## src/rtl/sram_256x4_if.sv

```systemverilog
// Bus interface for the 256x4 single-port SRAM.
// It groups write data, address, write enable and registered read data.
interface sram_256x4_if #(
  parameter int DATA_W = 4,
  parameter int ADDR_W = 8
);
  logic [DATA_W-1:0] dat_in;
  logic [ADDR_W-1:0] addr_in;
  logic              w_en;
  logic [DATA_W-1:0] read_d;

  // The requester drives the request fields and samples the read data.
  modport master (
    output dat_in,
    output addr_in,
    output w_en,
    input  read_d
  );

  // The memory samples the request fields and drives the read data.
  modport slave (
    input  dat_in,
    input  addr_in,
    input  w_en,
    output read_d
  );
endinterface

```

## src/rtl/sram_256x4.sv

```systemverilog
// Single-port synchronous SRAM, 256 words x 4 bits, built from registers.
// Writes are write-first: on a write edge, read_d takes the written data.
// On a read edge, read_d takes the addressed word one cycle after the address.
// The asynchronous active-low reset clears the whole array and read_d.
module sram_256x4 #(
  parameter int DATA_W = 4,
  parameter int ADDR_W = 8
) (
  input  logic          clk,
  input  logic          rst_n,
  sram_256x4_if.slave   bus
);
  localparam int DEPTH = 2 ** ADDR_W;

  logic [DATA_W-1:0] mem_q [DEPTH];
  logic [DATA_W-1:0] mem_d [DEPTH];
  logic [DATA_W-1:0] read_d_q;
  logic [DATA_W-1:0] read_d_d;

  // Next array contents: only the addressed word changes on a write.
  always_comb begin
    mem_d = mem_q;
    if (bus.w_en) begin
      mem_d[bus.addr_in] = bus.dat_in;
    end else begin
      mem_d = mem_q;
    end
  end

  // Next read data: write-through on a write, stored word on a read.
  always_comb begin
    read_d_d = {DATA_W{1'b0}};
    if (bus.w_en) begin
      read_d_d = bus.dat_in;
    end else begin
      read_d_d = mem_q[bus.addr_in];
    end
  end

  // Array and read register: cleared by async reset, updated every edge.
  always_ff @(posedge clk or negedge rst_n) begin
    if (!rst_n) begin
      for (int i = 0; i < DEPTH; i++) begin
        mem_q[i] <= {DATA_W{1'b0}};
      end
      read_d_q <= {DATA_W{1'b0}};
    end else begin
      mem_q    <= mem_d;
      read_d_q <= read_d_d;
    end
  end

  assign bus.read_d = read_d_q;
endmodule

```

## src/flat_wrapper.sv

```systemverilog
// flat-port wrapper written by rule: the top's interface ports become plain ports
module sram_256x4_flat 
#(
  parameter int DATA_W = 4,
  parameter int ADDR_W = 8
)
  (clk, rst_n, bus_dat_in, bus_addr_in, bus_w_en, bus_read_d);
  sram_256x4_if #(.DATA_W(DATA_W), .ADDR_W(ADDR_W)) bus_i ();
  input  logic clk;
  input  logic rst_n;
  input wire logic [$bits(bus_i.dat_in)-1:0] bus_dat_in;
  input wire logic [$bits(bus_i.addr_in)-1:0] bus_addr_in;
  input wire logic [$bits(bus_i.w_en)-1:0] bus_w_en;
  output wire logic [$bits(bus_i.read_d)-1:0] bus_read_d;
  assign bus_i.dat_in = bus_dat_in;
  assign bus_i.addr_in = bus_addr_in;
  assign bus_i.w_en = bus_w_en;
  assign bus_read_d = bus_i.read_d;
  sram_256x4 #(.DATA_W(DATA_W), .ADDR_W(ADDR_W)) u_core (.clk(clk), .rst_n(rst_n), .bus(bus_i));
endmodule
```

## config.mk

```make
export PLATFORM = sky130hd
export DESIGN_NAME = sram_256x4_flat
export DESIGN_NICKNAME = d
export VERILOG_FILES = /design/src/rtl/sram_256x4_if.sv /design/src/rtl/sram_256x4.sv /design/src/flat_wrapper.sv
export SDC_FILE = /design/constraint.sdc
export NUM_CORES = 2
export LEC_CHECK = 0
export ABC_AREA = 1
export ABC_CLOCK_PERIOD_IN_PS = 2000
export CAP_MARGIN = 5
export CORE_AREA = 8 8 422 424
export CTS_CLUSTER_SIZE = 25
export DETAILED_ROUTE_END_ITERATION = 8
export DIE_AREA = 0 0 430 432
export HOLD_SLACK_MARGIN = 0.15
export PLACE_DENSITY_LB_ADDON = 0.1
export SLEW_MARGIN = 5
export SYNTH_ARGS = -nofsm -noshare
export SYNTH_HDL_FRONTEND = slang
export SYNTH_SLANG_ARGS = --single-unit
```

## constraint.sdc

```tcl
create_clock -name clk -period 2 [get_ports clk]
set_input_delay 0.6 -clock clk [delete_from_list [all_inputs] [get_ports clk]]
set_output_delay 0.6 -clock clk [all_outputs]
set_load 0.01 [all_outputs]
```

Word-level counts from Yosys, hierarchy flattened
Index checks and enable logic that the tools add are counted.
{"block": "classes", "n_reduce_logical": 1, "bitwise_logic": 1, "mux": 7, "n_lt_le_gt_ge": 2}
{"cell": "1024-bit bitwise mux", "count": 1}
{"cell": "4-bit binary-select mux with 8-bit select", "count": 1}
{"cell": "4-bit demux with 8-bit select", "count": 1}
{"cell": "4-bit two-way mux", "count": 4}
{"cell": "9-bit >= comparator, second input constant", "count": 1}
{"cell": "9-bit by 1-bit less-than comparator with 1-bit output, second input constant", "count": 1}
{"cell": "8-bit inverter with 9-bit output", "count": 1}
{"cell": "1-bit logical AND", "count": 1}
{"block": "word_totals", "reg_bits": 1028, "input_bits": 15, "elab_cells": 268, "out_inout_bits": 4}

Depth between registers and ports, before layout
{"block": "depth", "word_depth": 6, "ltp_mapped": 19, "ltp_nobuf": 15}

Worst setup path before layout
Ideal clock, no wire load.
{"block": "synth_timing", "path_kind": "in2reg", "from": "in bus_addr_in[0]", "to": "reg u_core.read_d_q[3], in the netlist u_core.bus.read_d[3]", "slack_ns": -0.128, "stages": 16, "path_buffers": 4, "required_time_ns": 1.883, "arrival_ns": 2.011, "path_cell_list": "buf_4 -> buf_4 -> buf_2 -> buf_4 -> nand2_1 -> a21oi_1 -> o21ai_0 -> nand2_1 -> nor2_1 -> nor2_1 -> nor2_1 -> nand2_1 -> nand2_1 -> nand2_1 -> nor2_1 -> nor2_1"}
{"block": "synth_via", "elab_chain_len": 5}
{"element": "from (decl)", "line": "flat_wrapper.sv:12", "text": "input wire logic [$bits(bus_i.addr_in)-1:0] bus_addr_in;"}
{"element": "8-bit inverter with 9-bit output (implied by the code)", "line": "sram_256x4.sv:36", "text": "read_d_d = mem_q[bus.addr_in];"}
{"element": "4-bit binary-select mux with 8-bit select", "line": "sram_256x4.sv:36"}
{"element": "4-bit two-way mux (implied by the code) (2 in series)", "line": "sram_256x4.sv:36"}
{"element": "4-bit two-way mux", "line": "sram_256x4.sv:33", "text": "if (bus.w_en) begin"}
{"element": "net u_core.read_d_d[3]", "line": "sram_256x4.sv:18", "text": "logic [DATA_W-1:0] read_d_d;"}
{"element": "to (signal assigned)", "line": "sram_256x4.sv:46", "text": "read_d_q <= {DATA_W{1'b0}};"}
{"element": "to (signal assigned)", "line": "sram_256x4.sv:49", "text": "read_d_q <= read_d_d;"}
{"element": "to (decl)", "line": "sram_256x4.sv:17", "text": "logic [DATA_W-1:0] read_d_q;"}
The timed path passes the listed nets, and every way through them passes these cells. The select of a mux whose other input is x is not followed.
A chain may end at the register's enable or synchronous reset.

Worst setup path in the final report
{"block": "layout_timing", "from": "reg u_core.read_d_q[1], in the netlist u_core.bus.read_d[1]", "to": "out bus_read_d[1]"}
{"element": "to (decl)", "line": "flat_wrapper.sv:14", "text": "output wire logic [$bits(bus_i.read_d)-1:0] bus_read_d;"}
No word-level cell between the ends.

==> flow_summary.toml <==
[yosys]
ys_ff_latch = 1028
yosys.area.top_type = "dfrtp_1"
ys_warn_count = 0
ys_top_cells_by_area = "dfrtp_1 54%, nand2_1 27%, o21ai_0 10%"
synth_edf_count = 0
synthArstFlopShare_pct = 100
synth_most_common_cell = "nand2_1"
ys.flop_type = "dfrtp_1"
ys_seq_area_share_pct = 54.0
syn_area_um2 = 47600
postSynthCellCount = 6363
syn_avg_cell_area_um2 = 7.48
synth_top_area_share_pct = 54.0
ys_types = 22
yosys-top-cells-count = "3,432 x nand2_1, 1,028 x dfrtp_1, 961 x o21ai_0"
synth_nets = 6378

[power_and_ir_drop]
power_leakage_nw = 28.4
ir_drop_v = 0.000797
powerDensity_nw_per_um2 = 877
total_power_w = 0.0518

[clock_network]
cts_buffers = 132
clk_pin_slew_ps = 60
cts-root-buf = "clkbuf_16"
htreeDepth = 4
clockBufferDepth = 3
clock_sinks = 1028
cts_tree = "built"
clk_latency_ps = 770

[timing]
setup_viol = 0
max_freq_mhz = 502
drv_slew = 0
clock_skew_ps = 25.2
worst_pin_slew_ps = 501
fin_crit_sh_pct = 99.6
relSlewSlack_pct = 66.5
rsz0062_at_grt = "true"
finalCriticalPeriod_ps = 1990
worst_slack_ps = 7.67
finalSetupTns_ps = 0
hold_violations = 0

[finish]
area_growth_pct = 24.0
num-fill-cells = 18100
nets = 6635
drive_gt1_share_pct = 10.9
multi_input_area_um2 = 20400
seqCellArea_um2 = 25700

[routing]
vias_per_cell = 4.72
drc = 0
firstDrtPassIters = 6
drt-total-wl_mm = 186
drtIter0Drc = 3565
vias = 42300
wl_per_cell_um = 20.7
antenna_left = 0

[place]
routabilityCongestion = 0.876
pre_cts_slack_ps = -1150
place_hpwl_mm = 126
place.port_buffers = 18

[worst_setup_path]
worstReg2RegEnd = "u_core.bus.read_d[0]"
path_class = "reg2out"
path_cells = "buf_6"
worst_path_max_delay_cell = "dfrtp_2"
cp-start-kind = "flip-flop"
worstPathArrival_ps = 1390
critPathRequiredTime_ps = 1400
reg2reg_slack_ps = 30
crit_path_end_kind = "primary output"
path_buf_inv = 1
critPathMaxStageDelay_ps = 470
crit_fanout = 1
timing.rr.start = "u_core.mem_q[348]"
path_delay_family = "flip-flops"
reg2reg_depth = 14

[flow_run]
drv_cap = 0

[grt]
grt.overflow.total = 0
grt_usage_pct = 19.7
grt_pass1_vias = 42100
antenna_found_initial = 6
grt_max_degree = 67
grt_pass1_wl_mm = 281

[floorplanning]
coreArea_um2 = 171000
dieArea_um2 = 186000
ios = 19
start_util_pct = 27.9
die_y_um = 432
row_count = 152
die_w_um = 430

[worst_hold_path]
min_path_type = "in2async"

[status]
run_status = "finished, final reports clean"
## metal layers
layer | track usage (%) | part of all wire (%)
met5 | 0 | 0
met4 | 5.16 | 2.5
met3 | 2.50 | 4.0
met2 | 32.1 | 46
met1 | 27.8 | 48
## registers in the layout, indices dropped and copies added (netlist names)
name	count
u_core.bus.read_d	4
u_core.mem_q	1024
## timing repair
| action | CTS | global route |
|---|---|---|
| hold buffers | 1 | 0 |
| resized for setup | 35 | 52 |
| cloned | 0 | 2 |
| endpoints found under the setup margin | 342 | 83 |
| setup buffers | 3 | 4 |
| pin swaps | 4 | 8 |
| hold endpoints to repair | 337 | 0 |
## where the power goes
group | internal (W) | switching [W] | total, W
sequential | 0.0219 | 0.000558 | 0.0224
combinational | 0.00168 | 0.00331 | 0.00499
clock | 0.0146 | 0.00974 | 0.0244
total | 0.0382 | 0.0136 | 0.0518
## cells by family (layout without fill, tap and decap cells)
group           Yosys count  after routing  synth area share (%)
buf+inv                 410            768                  3.62
simple gates           3811           3811                  30.6
flops                  1028           1028                  54.0
other cells               0              2                     0
compound gates         1114           1114                  11.7
## metrics by stage
step	instance area, um^2	utilization (%)	hold slack (ps)	std cells
CTS	58800	34.4	231	8948
detailed placement	54400	31.8	439	8709
global placement	54400	31.8	439	8709
finish	59100	34.5	269	8956
floorplan	47700	-	304	6363
global route	59100	34.5	252	8955
## layout by cell type (no fill, tap or decap), types with 2 or more instances in the layout
cell / instances
inv_6: 6
bufinv_16: 10
clkbuf_8: 27
clkinv_8: 5
dfrtp_2: 4
inv_4: 2
inv_1: 60
inv_2: 12
buf_12: 147
o21ai_1: 104
clkinv_2: 16
clkinvlp_4: 3
nand3_1: 69
nor2_2: 24
buf_16: 2
buf_4: 274
nand2_1: 3415
clkbuf_1: 34
nor2_1: 235
nand2_2: 19
nor3_4: 12
clkbuf_16: 136
a21oi_1: 62
nor2_4: 6
nand4_1: 24
dfrtp_1: 1024
clkdlybuf4s50_1: 8
buf_8: 4
buf_6: 12
inv_8: 5
o21ai_0: 948
diode_2: 2
nor3_2: 6
## worst max path at each step
stage	startpoint	end	slack (ps)	cells after the start
after floorplan	bus_addr_in[1]	u_core.bus.read_d[2]	-20	17
after global placement	bus_addr_in[3]	u_core.bus.read_d[1]	-1190	16
after detailed placement	bus_addr_in[3]	u_core.mem_q[821]	-1150	9
after CTS	u_core.bus.read_d[1]	bus_read_d[1]	-70	1
after global routing	u_core.mem_q[348]	u_core.bus.read_d[0]	-90	14
final	u_core.bus.read_d[1]	bus_read_d[1]	8	1
## cell type report
class / count / share of cell area (%)
Tap cell: 2233 / 4.73
Inverter: 80 / 0.602
Antenna cell: 2 / 0.00847
Timing Repair Buffer: 453 / 9.18
Multi-Input combinational cell: 4925 / 34.5
Sequential cell: 1028 / 43.6
Clock buffer: 195 / 6.52
Clock inverter: 40 / 0.909
(Power assumes the default switching activity.)
